`config.mk`:
```
export PLATFORM = sky130hd
export DESIGN_NAME = a0_capture_fifo
export DESIGN_NICKNAME = d
export VERILOG_FILES = /design/src/rtl/a0_cap_pkg.sv /design/src/rtl/a0_fifo_mem.sv /design/src/rtl/a0_capture_fifo.sv
export SDC_FILE = /design/constraint.sdc
export NUM_CORES = 1
export LEC_CHECK = 0
export CAP_MARGIN = 25
export CORE_MARGIN = 3
export CORE_UTILIZATION = 65
export DETAILED_ROUTE_END_ITERATION = 10
export PLACE_DENSITY = 0.86
export RECOVER_POWER = 25
export SLEW_MARGIN = 15
export SYNTH_ARGS = -nofsm -noshare
export SYNTH_HDL_FRONTEND = slang
export SYNTH_SLANG_ARGS = --single-unit
export TNS_END_PERCENT = 10
```
`constraint.sdc`:
```
create_clock -name clk -period 6.4 [get_ports clk]
set_input_delay 0.64 -clock clk [delete_from_list [all_inputs] [get_ports clk]]
set_output_delay 0.64 -clock clk [all_outputs]
set_load 0.02 [all_outputs]
```
`src/rtl/a0_cap_pkg.sv`:
```
// a0_cap_pkg: shared types and constants for the a0 capture FIFO
package a0_cap_pkg;
  typedef enum logic [1:0] {IDLE, PRIME, TRACK} cap_state_t;
  localparam int DEFAULT_DEPTH = 16;
  function automatic int ptr_w(input int depth);
    return (depth > 1) ? $clog2(depth) : 1;
  endfunction
endpackage

```
`src/rtl/a0_fifo_mem.sv`:
```
// a0_fifo_mem: show-ahead FIFO storage with wrapping pointers and separate occupancy count
module a0_fifo_mem
  import a0_cap_pkg::*;
#(
  parameter int W     = 32,
  parameter int DEPTH = DEFAULT_DEPTH
) (
  input  logic                   clk,
  input  logic                   rst,
  input  logic                   push,
  input  logic                   pop,
  input  logic [W-1:0]           wdata,
  output logic [W-1:0]           rdata,
  output logic                   full,
  output logic                   empty,
  output logic [ptr_w(DEPTH):0]  count
);
  localparam int PW = ptr_w(DEPTH);
  logic [W-1:0]  mem [DEPTH];
  logic [PW-1:0] wptr, rptr;
  logic          do_push, do_pop;
  assign full    = count == (PW+1)'(DEPTH);
  assign empty   = count == '0;
  assign do_pop  = pop && !empty;
  assign do_push = push && (!full || do_pop);
  assign rdata   = empty ? '0 : mem[rptr];
  // storage is intentionally not reset
  always_ff @(posedge clk) begin
    if (do_push) mem[wptr] <= wdata;
  end
  // pointers wrap naturally since DEPTH is a power of two
  always_ff @(posedge clk) begin
    if (rst) begin
      wptr  <= '0;
      rptr  <= '0;
      count <= '0;
    end else begin
      wptr  <= wptr + PW'(do_push);
      rptr  <= rptr + PW'(do_pop);
      count <= count + (PW+1)'(do_push) - (PW+1)'(do_pop);
    end
  end
endmodule

```
`src/rtl/a0_capture_fifo.sv`:
```
// a0_capture_fifo: records changes of cpu a0 into a FIFO drained by valid/ready; A0_TIMESTAMP_EN adds per-entry cycle stamps
module a0_capture_fifo
  import a0_cap_pkg::*;
#(
  parameter int DATA_WIDTH = 32,
  parameter int DEPTH      = DEFAULT_DEPTH,
  parameter int TS_WIDTH   = 16
) (
  input  logic                     clk,
  input  logic                     rst,
  input  logic                     en_i,
  input  logic [DATA_WIDTH-1:0]    a0_i,
  output logic [DATA_WIDTH-1:0]    data_o,
  output logic                     valid_o,
  input  logic                     ready_i,
  output logic [ptr_w(DEPTH):0]    count_o,
  output logic                     overflow_o,
`ifdef A0_TIMESTAMP_EN
  output logic [TS_WIDTH-1:0]      ts_o,
`endif
  input  logic                     clr_ovf_i
);
`ifdef A0_TIMESTAMP_EN
  localparam int EW = DATA_WIDTH + TS_WIDTH;
`else
  localparam int EW = DATA_WIDTH;
`endif
  cap_state_t            state;
  logic [DATA_WIDTH-1:0] prev;
  logic                  push, pop, full, empty;
  logic [EW-1:0]         wdata, rdata;
  assign push    = (state == PRIME) || (state == TRACK && a0_i != prev);
  assign pop     = valid_o && ready_i;
  assign valid_o = !empty;
`ifdef A0_TIMESTAMP_EN
  logic [TS_WIDTH-1:0] ts_cnt;
  assign wdata          = {ts_cnt, a0_i};
  assign {ts_o, data_o} = rdata;
  // free-running cycle counter sampled at each push
  always_ff @(posedge clk) begin
    ts_cnt <= rst ? '0 : ts_cnt + 1'b1;
  end
`else
  assign wdata  = a0_i;
  assign data_o = rdata;
`endif
  // capture FSM: prime records the first value after enable, track records changes
  always_ff @(posedge clk) begin
    if (rst) begin
      state <= IDLE;
      prev  <= '0;
    end else begin
      state <= !en_i ? IDLE : (state == IDLE ? PRIME : TRACK);
      if (state != IDLE) prev <= a0_i;
    end
  end
  // sticky overflow; a new drop wins over a simultaneous clear
  always_ff @(posedge clk) begin
    if (rst) overflow_o <= 1'b0;
    else if (push && full && !pop) overflow_o <= 1'b1;
    else if (clr_ovf_i) overflow_o <= 1'b0;
  end
  a0_fifo_mem #(.W(EW), .DEPTH(DEPTH)) u_mem (
    .clk   (clk),
    .rst   (rst),
    .push  (push),
    .pop   (pop),
    .wdata (wdata),
    .rdata (rdata),
    .full  (full),
    .empty (empty),
    .count (count_o)
  );
endmodule

```
Word-level counts from Yosys, hierarchy flattened
Memories as Yosys holds them, arrays and structs flattened. A register that Yosys moved wholly into a read port is not among the register bits.
Cells that the tools add are included.
Widths: inputs -> output; s select.
- register bits after elaboration: 48
- memory bits (writable): 512
- bits of input ports: 37
- output and inout port bits: 39
- logic and storage cells: 39
- memories kept: 1
- memory list (memory ; words ; width ; rd ports ; clocked after Yosys merged registers in ; write ports ; line ; source):
    u_mem.mem ; 16 ; 32 ; 1 ; 1 ; 1 ; a0_fifo_mem.sv:19 ; logic [W-1:0] mem [DEPTH];
- add/sub/neg operators: 4
- equal/unequal tests: 4
- muxes and demuxes: 7
- bitwise logic cells: 1
- reductions and logical operators: 16
- operator list (kind ; number):
    $mux 32 ; 1
    $ne 32x32->1 ; 1
    $add 4x1->4 ; 2
    $logic_and 1x1->1 ; 6
    $add 5x1->5 ; 1
    $eq 5x5->1 const B ; 1
    $logic_not 5->1 ; 1
    $sub 5x1->5 ; 1
    $mux 1 ; 4
    $mux 4 ; 1
    $reduce_bool 2->1 ; 2
    $logic_not 1->1 ; 3
    $eq 2x1->1 const B ; 1
    $eq 2x2->1 const B ; 1
    $logic_not 2->1 ; 1
    $logic_or 1x1->1 ; 2
    $mux 2 ; 1
    $reduce_or 2->1 ; 1
    $not 1->1 ; 1

Longest topological paths before layout
- depth after elaboration: 8
- depth in mapped cells: 14

Cells and area by module
Synthesis repeated with hierarchy kept, for this count alone.
- cell total of the unflattened synthesis: 1078
- area total of the unflattened synthesis: 21765.9 µm²
- by module, submodules not included (module ; instances ; cells an instance ; area an instance (µm²) ; sequential area each (µm²)):
    a0_fifo_mem ; 1 ; 879 ; 20194.4 ; 15635.0
    a0_capture_fifo ; 1 ; 199 ; 1571.5 ; 700.7

Worst setup path after synthesis
No wires, ideal clock.
- path kind: register -> register
- start: reg u_mem.count[2]
- end: mem u_mem.mem[12][0] (enable)
- arrival: 3.502 ns
- data required time: 5.939 ns
- setup slack: 2.437 ns
- cell stages (with the launch flop): 7
- buffers on the path: 1
- clock period less this slack: 3.963 ns
- cells stage by stage: dfxtp_1 inv_1 ha_1 nand4b_1 nand2_1 clkbuf_1 nor3_1
- cells in the longest elaborated chain, start to end: 8
- elaborated cells on any way between the ends: 10
- those cells by class: eq/ne (1); mux (2); reduce/logical (7)
- ends and longest elaborated chain (what ; line ; source):
    from (decl) ; a0_fifo_mem.sv:16 ; output logic [ptr_w(DEPTH):0] count
    from (signal assigned) ; a0_fifo_mem.sv:40 ; count <= count + (PW+1)'(do_push) - (PW+1)'(do_pop);
    $logic_not 5->1 ; a0_fifo_mem.sv:23 ; assign empty = count == '0;
    $logic_not 1->1 ; a0_fifo_mem.sv:24, a0_capture_fifo.sv:34 ;
    $logic_and 1x1->1 ; a0_capture_fifo.sv:33 ; assign pop = valid_o && ready_i;
    $logic_and 1x1->1 ; a0_fifo_mem.sv:24 ; assign do_pop = pop && !empty;
    $logic_or 1x1->1 * ; a0_fifo_mem.sv:25 ; assign do_push = push && (!full || do_pop);
    $logic_and 1x1->1 * ; a0_fifo_mem.sv:25 ;
    $mux 1 * ; a0_fifo_mem.sv:29 ; if (do_push) mem[wptr] <= wdata;
    $mux 1 (implied by the code) * ; a0_fifo_mem.sv:29 ;
    to (decl) ; a0_fifo_mem.sv:19 ;
Mark *: on every way between the ends. The rest lies on a longest branch, timed or not.

Worst setup path in the final report
- start: in a0_i[3]
- end: reg u_mem.count[4]
- cells in the longest elaborated chain, start to end: 6
- ends and longest elaborated chain (what ; line ; source):
    from (decl) ; a0_capture_fifo.sv:12 ; input logic [DATA_WIDTH-1:0] a0_i,
    $ne 32x32->1 ; a0_capture_fifo.sv:32 ; assign push = (state == PRIME) || (state == TRACK && a0_i != prev);
    $logic_and 1x1->1 ; a0_capture_fifo.sv:32 ;
    $logic_or 1x1->1 ; a0_capture_fifo.sv:32 ;
    $logic_and 1x1->1 ; a0_fifo_mem.sv:25 ;
    $add 5x1->5 ; a0_fifo_mem.sv:40 ;
    $sub 5x1->5 ; a0_fifo_mem.sv:40 ;
No other way between the ends.
A chain may end at the register's enable or synchronous reset.

==> impl_metrics.env <==
export IMPL_crit_fanout=18
export IMPL_io_pins=76
export IMPL_yosysMostFrequentCell="edfxtp_1"
export IMPL_drtAntennaViolNets=0
export IMPL_cts_root_buffer_cell="clkbuf_16"
export IMPL_finalHoldViolations=0
export IMPL_ys_async_sr_fraction_pct=0
export IMPL_critical_path_class="in2reg"
export IMPL_yosysSeqAreaShare_pct=75.2
export IMPL_core_area_um2=32800
export IMPL_clk_transition_reported_paths_ns=0.07
export IMPL_htree_levels=2
export IMPL_cts_setup_buffers=0
export IMPL_maxSlewViolCount=0
export IMPL_synth_area_um2=21700
export IMPL_clk_latency_ns=0.57
export IMPL_grt_usage_pct=30.6
export IMPL_grt_max_degree=76
export IMPL_regArea_um2=16300
export IMPL_drtPass1Iterations=7
export IMPL_regToRegStartpoint="prev[3]"
export IMPL_pwr_density_cell_nw_per_um2=380
export IMPL_diodes=0
export IMPL_fin_worst_skew_ns=0.0225
export IMPL_port_buffer_count=75
export IMPL_syn_num_nets=1096
export IMPL_top_layer_used="met5"
export IMPL_wl_mm=53.0
export IMPL_wl_met1_mm=18.3
export IMPL_cts_buffers=53
export IMPL_clock_sinks=560
export IMPL_sw_frac_of_total_pct=25.9
export IMPL_synth_edf_count=512
export IMPL_synth_cell_types=29
export IMPL_tns_ns=0
export IMPL_first_iter_violations=1812
export IMPL_comb_power_share_pct=21.7
export IMPL_min_period_over_period_pct=69.9
export IMPL_post_route_util_pct=76.5
export IMPL_cp_slowest_stage_delay_ns=0.92
export IMPL_clockBufferDepth=3
export IMPL_die_w_um=189
export IMPL_gr_total_overflow=0
export IMPL_vias=11300
export IMPL_drive_gt1_share_pct=25.5
export IMPL_synth_commonest_cells="edfxtp_1, mux4_2, nand2_1"
export IMPL_p_switching_mw=2.47
export IMPL_worstSetupEndpointType="register"
export IMPL_setup_viol=0
export IMPL_status="finished, final reports clean"
export IMPL_synth_area_leaders="edfxtp_1, mux4_2, dfxtp_1, nand2_1, xor2_1"
export IMPL_crit_slowest_cell="dlygate4sd3_1"
export IMPL_p_clk_share_pct=34.5
export IMPL_ys_warn_count=0
export IMPL_rsz0062_at_grt="false"
export IMPL_antenna_found_initial=1
export IMPL_netlist_instances=1048
export IMPL_wl_met2_mm=27.6
export IMPL_period_needed_ns=4.47
export IMPL_p_seq_share_pct=43.9
export IMPL_ctsResizeCount=0
export IMPL_worstHoldPathType="reg2reg"
export IMPL_routed_wl_met3_mm=5.47
export IMPL_worst_pin_slew_ns=1.10
export IMPL_grt_pass1_wl_mm=78.8
export IMPL_area_growth_pct=15.4
export IMPL_p_total_mw=9.52
export IMPL_vdd_drop_max_mv=0.342
export IMPL_synth_main_ff_cell="edfxtp_1"
export IMPL_vias_per_cell=6.86
export IMPL_nNetsFinal=1210
export IMPL_ys_seq_elements=560
export IMPL_dp_hpwl_mm=26.2
export IMPL_die_h_um=189
export IMPL_netlist_area_leader_share_pct=70.7
export IMPL_cts_tree="yes"
export IMPL_die_area_um2=35700
export IMPL_grt_pass1_vias=12100
export IMPL_arrival_ns=4.95
export IMPL_globalplace_congestion=0.805
export IMPL_fmax_ghz=0.224
export IMPL_multi_input_area_um2=5240
export IMPL_avgSynthCellArea_um2=20.7
export IMPL_power_leakage_nw=7.91
export IMPL_maxCapViolCount=0
export IMPL_hp_start="prev[9]"
export IMPL_yosys_area_top_type="edfxtp_1"
export IMPL_slew_headroom_pct=26.8
export IMPL_n_fill_cell=1579
export IMPL_rows=66
export IMPL_p_int_mw=7.06
export IMPL_crit_start="a0_i[3]"
export IMPL_drc=0
export IMPL_crit_required_ns=6.87
export IMPL_hold_buffers=0
export IMPL_wl_per_cell_um=32.1
export IMPL_path_cells="dlygate4sd3_1 > xor2_1 > nor4_1 > nand4_1 > nor3_2 > nor2_1 > ha_1 > fa_1 > a21oi_1 > nor2_1 > or3_1 > a21oi_1"
export IMPL_initial_core_util_pct=66.3
export IMPL_cp_start_kind="input pin"
## registers in the layout, summed over array words and instances (netlist names)
signal / count
prev: 32
u_mem.mem: 512
overflow_o: 1
u_mem.wptr: 4
u_mem.rptr: 4
state: 2
u_mem.count: 5
## power by group through the flow
stage               Clock, mW  Sequential [mW]  Combinational [mW]
finish                   3.28             4.18                2.06
global route             3.44             4.19                2.19
CTS                      3.31             4.22                2.01
detailed placement          0             4.29                1.95
global placement            0             4.29                1.90
floorplan                   0             4.18                1.36
## worst max-delay path: cells and delay by family
family	cells	cell delay, ns
simple gates	6	2.09
compound gates	2	0.34
xor+xnor	1	0.23
fa+ha+maj	2	0.71
buf+inv	1	0.92
## cell families (layout without fill, tap and decap cells)
family / after synthesis / in the layout / synth area share, %
compound gates: 38 / 38 / 0.904
xor+xnor: 40 / 40 / 1.61
fa+ha+maj: 11 / 11 / 0.668
buf+inv: 61 / 220 / 1.18
flops: 560 / 560 / 75.2
mux: 160 / 160 / 16.6
simple gates: 178 / 178 / 3.90
## path summary, 6_finish.rpt
kind	cells past startpoint	slack, ns	to
hold reg to reg	2	0.48	prev[9]
setup reg to reg	11	2.63	u_mem.count[4]
hold / removal	2	0.48	prev[9]
setup / recovery	12	1.93	u_mem.count[4]
## placed cells by master (no fill, tap or decap), types with 5 or more instances in the layout
master           synthesis  routed
inv_1                    8       8
nor2_1                  17      14
clkbuf_8                 0       5
dfxtp_1                 48      44
clkinv_2                 0      14
nand2_1                 82      82
xor2_1                  32      32
buf_4                    3      33
edfxtp_1               512     512
nor2b_1                 43      43
nor3_2                   1      16
ha_1                    10      10
a21oi_1                 35      35
clkbuf_16                0      55
nor4_1                   6       6
dlygate4sd3_1            0      20
bufinv_16                0       8
mux4_2                 160     160
clkinv_1                 0       8
xnor2_1                  8       8
clkdlybuf4s50_1          0      54
clkbuf_1                27       6
## per-layer routing
layer | GRT usage [%] | vias to the layer above
met1 | 41.9 | 5793
met5 | 0 | -
li1 | - | 4462
met4 | 11.4 | 2
met3 | 5.94 | 146
met2 | 50.4 | 905
## layout make-up
class,instances,area share [%]
Clock buffer,66,5.85
Clock inverter,34,1.49
Inverter,8,0.120
Multi-Input combinational cell,427,20.9
Sequential cell,560,65.2
Tap cell,442,2.20
Timing Repair Buffer,112,4.27
## per-stage QoR
stage	std cells	hold WS, ns	setup WS (ns)	cell area [µm²]
2_1_floorplan	1048	0.443	2.44	21700
3_3_place_gp	1545	0.449	1.81	23200
3_5_place_dp	1548	0.455	1.58	23200
4_1_cts	1648	0.474	1.68	25100
5_1_grt	1649	0.497	1.77	25100
6_report	1649	0.476	1.93	25100
Note: power is estimated with default switching activity, not from simulation.
